`src/rtl/led_row_scanner.sv`:
```
// led_row_scanner: time-multiplexed 8x8 LED row scanner with a double-buffered frame.
// Latency: outputs decode registered state only. A write reaches the display after the next frame-end swap.
// Backpressure: none. Writes and swap requests are always accepted. Repeated swap requests do not queue.
//
// Ports:
//   i_clk          system clock, rising edge
//   i_reset        synchronous active-high reset
//   i_wr_en        write i_wr_data into row i_wr_row of the back buffer
//   i_wr_row       row address for the write
//   i_wr_data      column pattern; bit i drives column i, active-high
//   i_swap_req     request a front/back exchange at the next frame end (pulse or level)
//   o_swap_pending a swap request is latched and waiting for the frame end
//   o_row_sel      current row index, to the 3:8 row decoder
//   o_col          column data for the current row; 0x00 while blanking
//   o_row_en       high when o_col carries row data
//   o_frame_start  high on cycle 0 of row 0's slot
module led_row_scanner #(
  parameter int unsigned DIV   = 1000,  // clock cycles per row slot, >= 2
  parameter int unsigned BLANK = 2      // blank cycles at the start of each slot, 1..DIV-1
) (
  input  logic       i_clk,
  input  logic       i_reset,
  input  logic       i_wr_en,
  input  logic [2:0] i_wr_row,
  input  logic [7:0] i_wr_data,
  input  logic       i_swap_req,
  output logic       o_swap_pending,
  output logic [2:0] o_row_sel,
  output logic [7:0] o_col,
  output logic       o_row_en,
  output logic       o_frame_start
);

  localparam int unsigned CNT_W = (DIV > 1) ? $clog2(DIV) : 1;
  localparam logic [CNT_W-1:0] CNT_LAST  = CNT_W'(DIV - 1);
  localparam logic [CNT_W-1:0] CNT_BLANK = CNT_W'(BLANK);

  // Dwell counter within the current row slot.
  logic [CNT_W-1:0] r_cnt;
  // Row currently being driven.
  logic [2:0]       r_row;
  // Front buffer select: r_buf[r_sel] is displayed, r_buf[~r_sel] is written.
  logic             r_sel;
  // A swap request is waiting for the frame end.
  logic             r_pend;
  // Two frame buffers, indexed [buffer][row] giving an 8-bit column pattern.
  logic [1:0][7:0][7:0] r_buf;

  logic w_cnt_last;
  logic w_frame_end;
  logic w_do_swap;
  logic w_back;

  assign w_cnt_last  = (r_cnt == CNT_LAST);
  assign w_frame_end = w_cnt_last && (r_row == 3'd7);
  // A request arriving on the frame-end cycle itself swaps immediately.
  // It is never latched into r_pend.
  assign w_do_swap   = w_frame_end && (r_pend || i_swap_req);
  assign w_back      = ~r_sel;

  // Dwell counter and row index.
  always_ff @(posedge i_clk) begin
    if (i_reset) begin
      r_cnt <= '0;
      r_row <= 3'd0;
    end else if (w_cnt_last) begin
      r_cnt <= '0;
      r_row <= r_row + 3'd1;  // wraps 7 -> 0 naturally
    end else begin
      r_cnt <= r_cnt + CNT_W'(1);
    end
  end

  // Buffer select and the pending-swap flag.
  always_ff @(posedge i_clk) begin
    if (i_reset) begin
      r_sel  <= 1'b0;
      r_pend <= 1'b0;
    end else if (w_frame_end) begin
      if (w_do_swap) begin
        r_sel <= ~r_sel;
      end
      r_pend <= 1'b0;
    end else if (i_swap_req) begin
      r_pend <= 1'b1;
    end
  end

  // Back-buffer writes use the pre-edge select. A write on the swap edge
  // lands in the buffer that is about to become the front, so it shows
  // from the very next frame.
  always_ff @(posedge i_clk) begin
    if (i_reset) begin
      r_buf <= '0;
    end else if (i_wr_en) begin
      r_buf[w_back][i_wr_row] <= i_wr_data;
    end
  end

  // Output decode. The blanking window hides the row decoder's switching
  // transient, because o_row_sel and o_col change on the same edge.
  assign o_row_sel      = r_row;
  assign o_row_en       = (r_cnt >= CNT_BLANK);
  assign o_col          = o_row_en ? r_buf[r_sel][r_row] : 8'h00;
  assign o_frame_start  = (r_row == 3'd0) && (r_cnt == '0);
  assign o_swap_pending = r_pend;

endmodule
```
`config.mk`:
```
export PLATFORM = sky130hd
export DESIGN_NAME = led_row_scanner
export DESIGN_NICKNAME = d
export VERILOG_FILES = /design/src/rtl/led_row_scanner.sv
export SDC_FILE = /design/constraint.sdc
export NUM_CORES = 1
export LEC_CHECK = 0
export ABC_AREA = 1
export CAP_MARGIN = 25
export CORE_MARGIN = 2
export CORE_UTILIZATION = 54
export CTS_CLUSTER_DIAMETER = 50
export DETAILED_ROUTE_END_ITERATION = 16
export MAX_ROUTING_LAYER = met4
export PLACE_DENSITY = 0.75
export SYNTH_ARGS = -nofsm -noshare
export SYNTH_HDL_FRONTEND = slang
export SYNTH_SLANG_ARGS = --single-unit
```
`constraint.sdc`:
```
create_clock -name i_clk -period 1.3 [get_ports i_clk]
set_input_delay 0.26 -clock i_clk [delete_from_list [all_inputs] [get_ports i_clk]]
set_output_delay 0.26 -clock i_clk [all_outputs]
set_load 0.01 [all_outputs]
```
Yosys cells after proc, flatten, opt, wreduce, memory -nomap -nowiden
Cells that the tools add are included.

cells by class
  add/sub/neg operators = 2
  multiply operators = 0
  divide/modulo/power cells = 0
  magnitude comparators = 7
  equality and inequality tests = 2
  shifts and indexed selects = 0
  mux-type cells = 10
  bitwise operators = 1
  reductions and logical operators = 11

operators with widths
  operator               number
  $mux 64                3
  $bwmux 128             1
  $demux 64 s1           1
  $bmux 8 s3             1
  $demux 8 s3            1
  $mux 8                 3
  $add 10x1->10 const B  1
  $eq 10x10->1 const B   1
  $ge 10x2->1 const B    1
  $logic_not 10->1       1
  $lt 3x4->1 const B     2
  $logic_and 1x1->1      5
  $lt 1x2->1 const B     2
  $reduce_or 2->1        2
  $add 3x1->3 const B    1
  $eq 3x3->1 const B     1
  $ge 3x1->1 const B     1
  $logic_not 3->1        1
  $reduce_and 2->1       1
  $ge 1x1->1 const B     1
  $logic_or 1x1->1       1
  $not 1->1              1

storage, ports and cells
  register bits = 143
  bits in latches = 0
  bits in writable memories = 0
  bits in read-only memories = 0
  output and inout bits = 14
  logic and storage cells = 53
  memories kept = 0

Longest topological paths before layout
  depth after elaboration = 7
  gate-level depth with buffers = 9

Worst setup path after synthesis
No wires, ideal clock.

  kind = register -> output
  start point = register r_row[0] (netlist: o_row_sel[0])
  end point = output o_col[0]
  arrival = 1.360 ns
  path slack = -0.320 ns
  stages on the path, launching flop included = 9
  buffers on the path = 2
  cells stage by stage = dfxtp_1 buf_2 clkinv_1 clkbuf_1 nand3_1 nand3_1 nand3_1 nand2_1 nor2_1

between the ends
  word-level cells in the longest chain between the ends = 3

ends and longest elaborated chain
  what                          line  source
  from (decl)                   41    logic [2:0] r_row;
  from (signal assigned)        68    r_row <= r_row + 3'd1;
  $bmux 8 s3                    104   assign o_col = o_row_en ? r_buf[r_sel][r_row] : 8'h00;
  $mux 8 (not written as such)  104
  $mux 8                        104
  to (decl)                     29    output logic [7:0] o_col,

No other way between the ends. The select of a mux whose other input is x is not followed.

Worst setup path in the final report
  start point = register r_sel
  end point = output o_col[5]

between the ends
  word-level cells in the longest chain between the ends = 5

ends and longest elaborated chain
  what                                        line  source
  from (decl)                                 43    logic r_sel;
  from (signal assigned)                      81    r_sel <= ~r_sel;
  $mux 64 (not written as such) (2 in a row)  104
  $bmux 8 s3                                  104
  $mux 8 (not written as such)                104
  $mux 8                                      104

No other way between the ends. The select of a mux whose other input is x is not followed.

==> results.sh <==
export IMPL_globalplace_congestion=0.890
export IMPL_hold_viol_final=0
export IMPL_rows=40
export IMPL_synthArstFlopShare_pct=0
export IMPL_antenna_found_initial=0
export IMPL_synth_adder_area_share_pct=1.15
export IMPL_start_kind="register"
export IMPL_die_area_sq_um=13000
export IMPL_synth_top_family_by_area="simple AND/OR/NAND/NOR gates"
export IMPL_arrival_ns=1.82
export IMPL_port_buffers=28
export IMPL_reg2reg_slack_ns=-0.25
export IMPL_start_util_pct=54.7
export IMPL_clockBufferDepth=2
export IMPL_area_growth_pct=36.6
export IMPL_hp_class="reg -> reg"
export IMPL_maxCapViolations=0
export IMPL_worstSetupEndpoint="o_col[5]"
export IMPL_cts_root_buf="clkbuf_16"
export IMPL_clk_pin_slew_ns=0.06
export IMPL_coreArea_sq_um=11900
export IMPL_synth_compound_area_share_pct=13.3
export IMPL_cts_buffers=17
export IMPL_synth_mux_area_share_pct=0
export IMPL_crit_fanout=13
export IMPL_ant_nets=0
export IMPL_power_density_nw_per_um2=1110
export IMPL_slew_viol_final=0
export IMPL_fin_util_pct=74.8
export IMPL_synth_area_sq_um=6520
export IMPL_worstReg2RegStart="r_sel"
export IMPL_synth_distinct_cells=20
export IMPL_max_freq_ghz=0.480
export IMPL_tritoncts="yes"
export IMPL_worstPathRequired_ns=1.04
export IMPL_fp_dieW_microns=114
export IMPL_rr_endpoint="r_buf[101]"
export IMPL_relSlewSlack_pct=68.9
export IMPL_synthTopCellsByCount="nor2_1 (261), nand2_1 (163), dfxtp_1 (143), o21ai_0 (133), nand3_1 (103)"
export IMPL_hpwl_mm=12.8
export IMPL_violations="negative setup slack"
export IMPL_grt_overflow=0
export IMPL_worst_slack_ns=-0.782
export IMPL_grt_pass1_vias=6661
export IMPL_synthTopCellsByArea="dfxtp_1 (44%), nor2_1 (15%), o21ai_0 (10%), nand2_1 (9.4%), nand3_1 (7.9%)"
export IMPL_wl_per_cell_microns=17.1
export IMPL_ys_flop_type="dfxtp_1"
export IMPL_worst_slew_pin_slew_ns=0.465
export IMPL_status="complete, but fails checks"
export IMPL_ys_warn_count=0
export IMPL_yosysMostFrequentCell="nor2_1"
export IMPL_place_ws_ns=-0.782
export IMPL_finalCriticalPeriod_ns=2.08
export IMPL_fin_tns_setup_ns=-22.95
export IMPL_clock_insertion_delay_worst_skew_ns=0.43
export IMPL_synth_edf_count=0
export IMPL_wirelength_mm=21.0
export IMPL_final_nets=1092
export IMPL_layout_drive_gt1_share_pct=26.5
export IMPL_drt_drc_violations_left=0
export IMPL_htree_levels=4
export IMPL_antennaDiodeCount=0
export IMPL_setup_viol=153
export IMPL_synth_cells=981
export IMPL_synthXorXnorAreaFrac_pct=0
export IMPL_syn_num_nets=1002
export IMPL_rsz0062_at_grt="yes"
export IMPL_cp_startpoint="r_sel"
export IMPL_synth_top_area_share_pct=43.9
export IMPL_ios=29
export IMPL_route_vias_total=6949
export IMPL_ys_seq_elements=143
export IMPL_grt_max_degree=62
export IMPL_syn_avg_cell_area_sq_um=6.65
export IMPL_cts_hold_buf=0
export IMPL_ir_drop_v=0.00147
export IMPL_drt_initial_drc_count=673
export IMPL_cts_sinks=143
export IMPL_p_leak_nw=3.71
export IMPL_seq_area_frac_synth_pct=43.9
export IMPL_synthSimpleGateAreaFrac_pct=35.0
export IMPL_reg2reg_depth=9
export IMPL_grt_usage_pct=33.6
export IMPL_viasPerCell=5.65
export IMPL_min_period_over_period_pct=160
export IMPL_finClkSkew_ns=0.00703
export IMPL_critical_path_class="reg -> out"
export IMPL_firstDrtPassIters=5
export IMPL_synth_top_area_cell="dfxtp_1"
export IMPL_die_y_microns=114
export IMPL_timing_hold_ws_ns=0.454
export IMPL_end_kind="output pin"
export IMPL_grt_pass1_wl_mm=32.9
[power by group]
group / switching (mW) / internal (mW) / total, mW
Sequential: 0.0521 / 4.46 / 4.51
Clock: 1.81 / 2.80 / 4.61
Combinational: 0.446 / 0.295 / 0.741
[metrics by stage]
stage / total power, mW / cell area, sq um / cells
after detailed placement: 5.20 / 7650 / 1189
final: 9.86 / 8910 / 1230
after global placement: 5.19 / 7650 / 1189
after CTS: 9.77 / 8490 / 1227
after global routing: 10.1 / 8910 / 1230
after floorplan: 4.88 / 6670 / 981
[layer usage]
metal / wire (microns) / track usage (%) / share of wire, %
met1: 8640 / 40.7 / 41
met2: 10200 / 52.9 / 48
met3: 1570 / 7.97 / 7.5
met4: 636 / 16.3 / 3.0
met5: 0 / - / 0
[final cells by class]
| class | instances | area, sq um |
|---|---|---|
| multi-input combinational | 731 | 3730 |
| tap | 147 | 184 |
| sequential | 143 | 2880 |
| clock inverter | 7 | 60.1 |
| inverter | 57 | 248 |
| clock buffer | 24 | 492 |
| timing repair buffer | 121 | 1310 |
| fill | 886 | 3010 |
[cell families (layout without fill, tap and decap cells)]
kind of cell,count (synthesis),in the layout
adders and majority gates,6,6
AOI/OAI and AO/OA,173,173
and+or+nand+nor,551,552
buffers and inverters,108,209
DFF,143,143
[critical path: stages, from the launching register on]
cell      delay (ns)
dfxtp_4         0.40
clkinv_8        0.10
buf_12          0.14
nand2_1         0.05
nand3_1         0.06
nand2_1         0.07
a21oi_2         0.16
nor2_2          0.07
nor2_2          0.17
buf_2           0.16
[cells in the final DEF (no fill, tap or decap), drive strengths merged, types with 3 or more instances in the layout]
cell type	synthesis	layout
ha	6	6
nand2	165	166
nor2	269	269
a21oi	40	40
nand3	105	105
clkinv	3	10
nor3b	3	3
inv	54	53
o21ai	133	133
clkbuf	30	25
dfxtp	143	143
buf	21	105
clkdlybuf4s50	0	14
nand4	5	5
nor3	4	4
[state kept, by name, summed over array words and instances (netlist names)]
name	flops
r_cnt	10
o_row_sel	3
r_buf	128
r_sel	1
o_swap_pending	1
[worst min path at each step]
stage | from | endpoint | slack [ns] | depth (start not counted)
floorplan | i_wr_data[7] | r_buf[119] | 0.39 | 2
global placement | r_buf[15] | r_buf[15] | 0.44 | 2
detailed placement | r_buf[15] | r_buf[15] | 0.44 | 2
CTS | r_buf[15] | r_buf[15] | 0.45 | 2
global route | r_buf[2] | r_buf[2] | 0.48 | 2
finish | r_buf[2] | r_buf[2] | 0.45 | 2
[what timing repair did]
item	4_1_cts	5_1_grt
resized for setup	144	158
gates cloned	4	1
endpoints found under the setup margin	157	157
pin swaps	22	18
buffers inserted	4	3
Note: power is estimated with default switching activity, not from simulation.
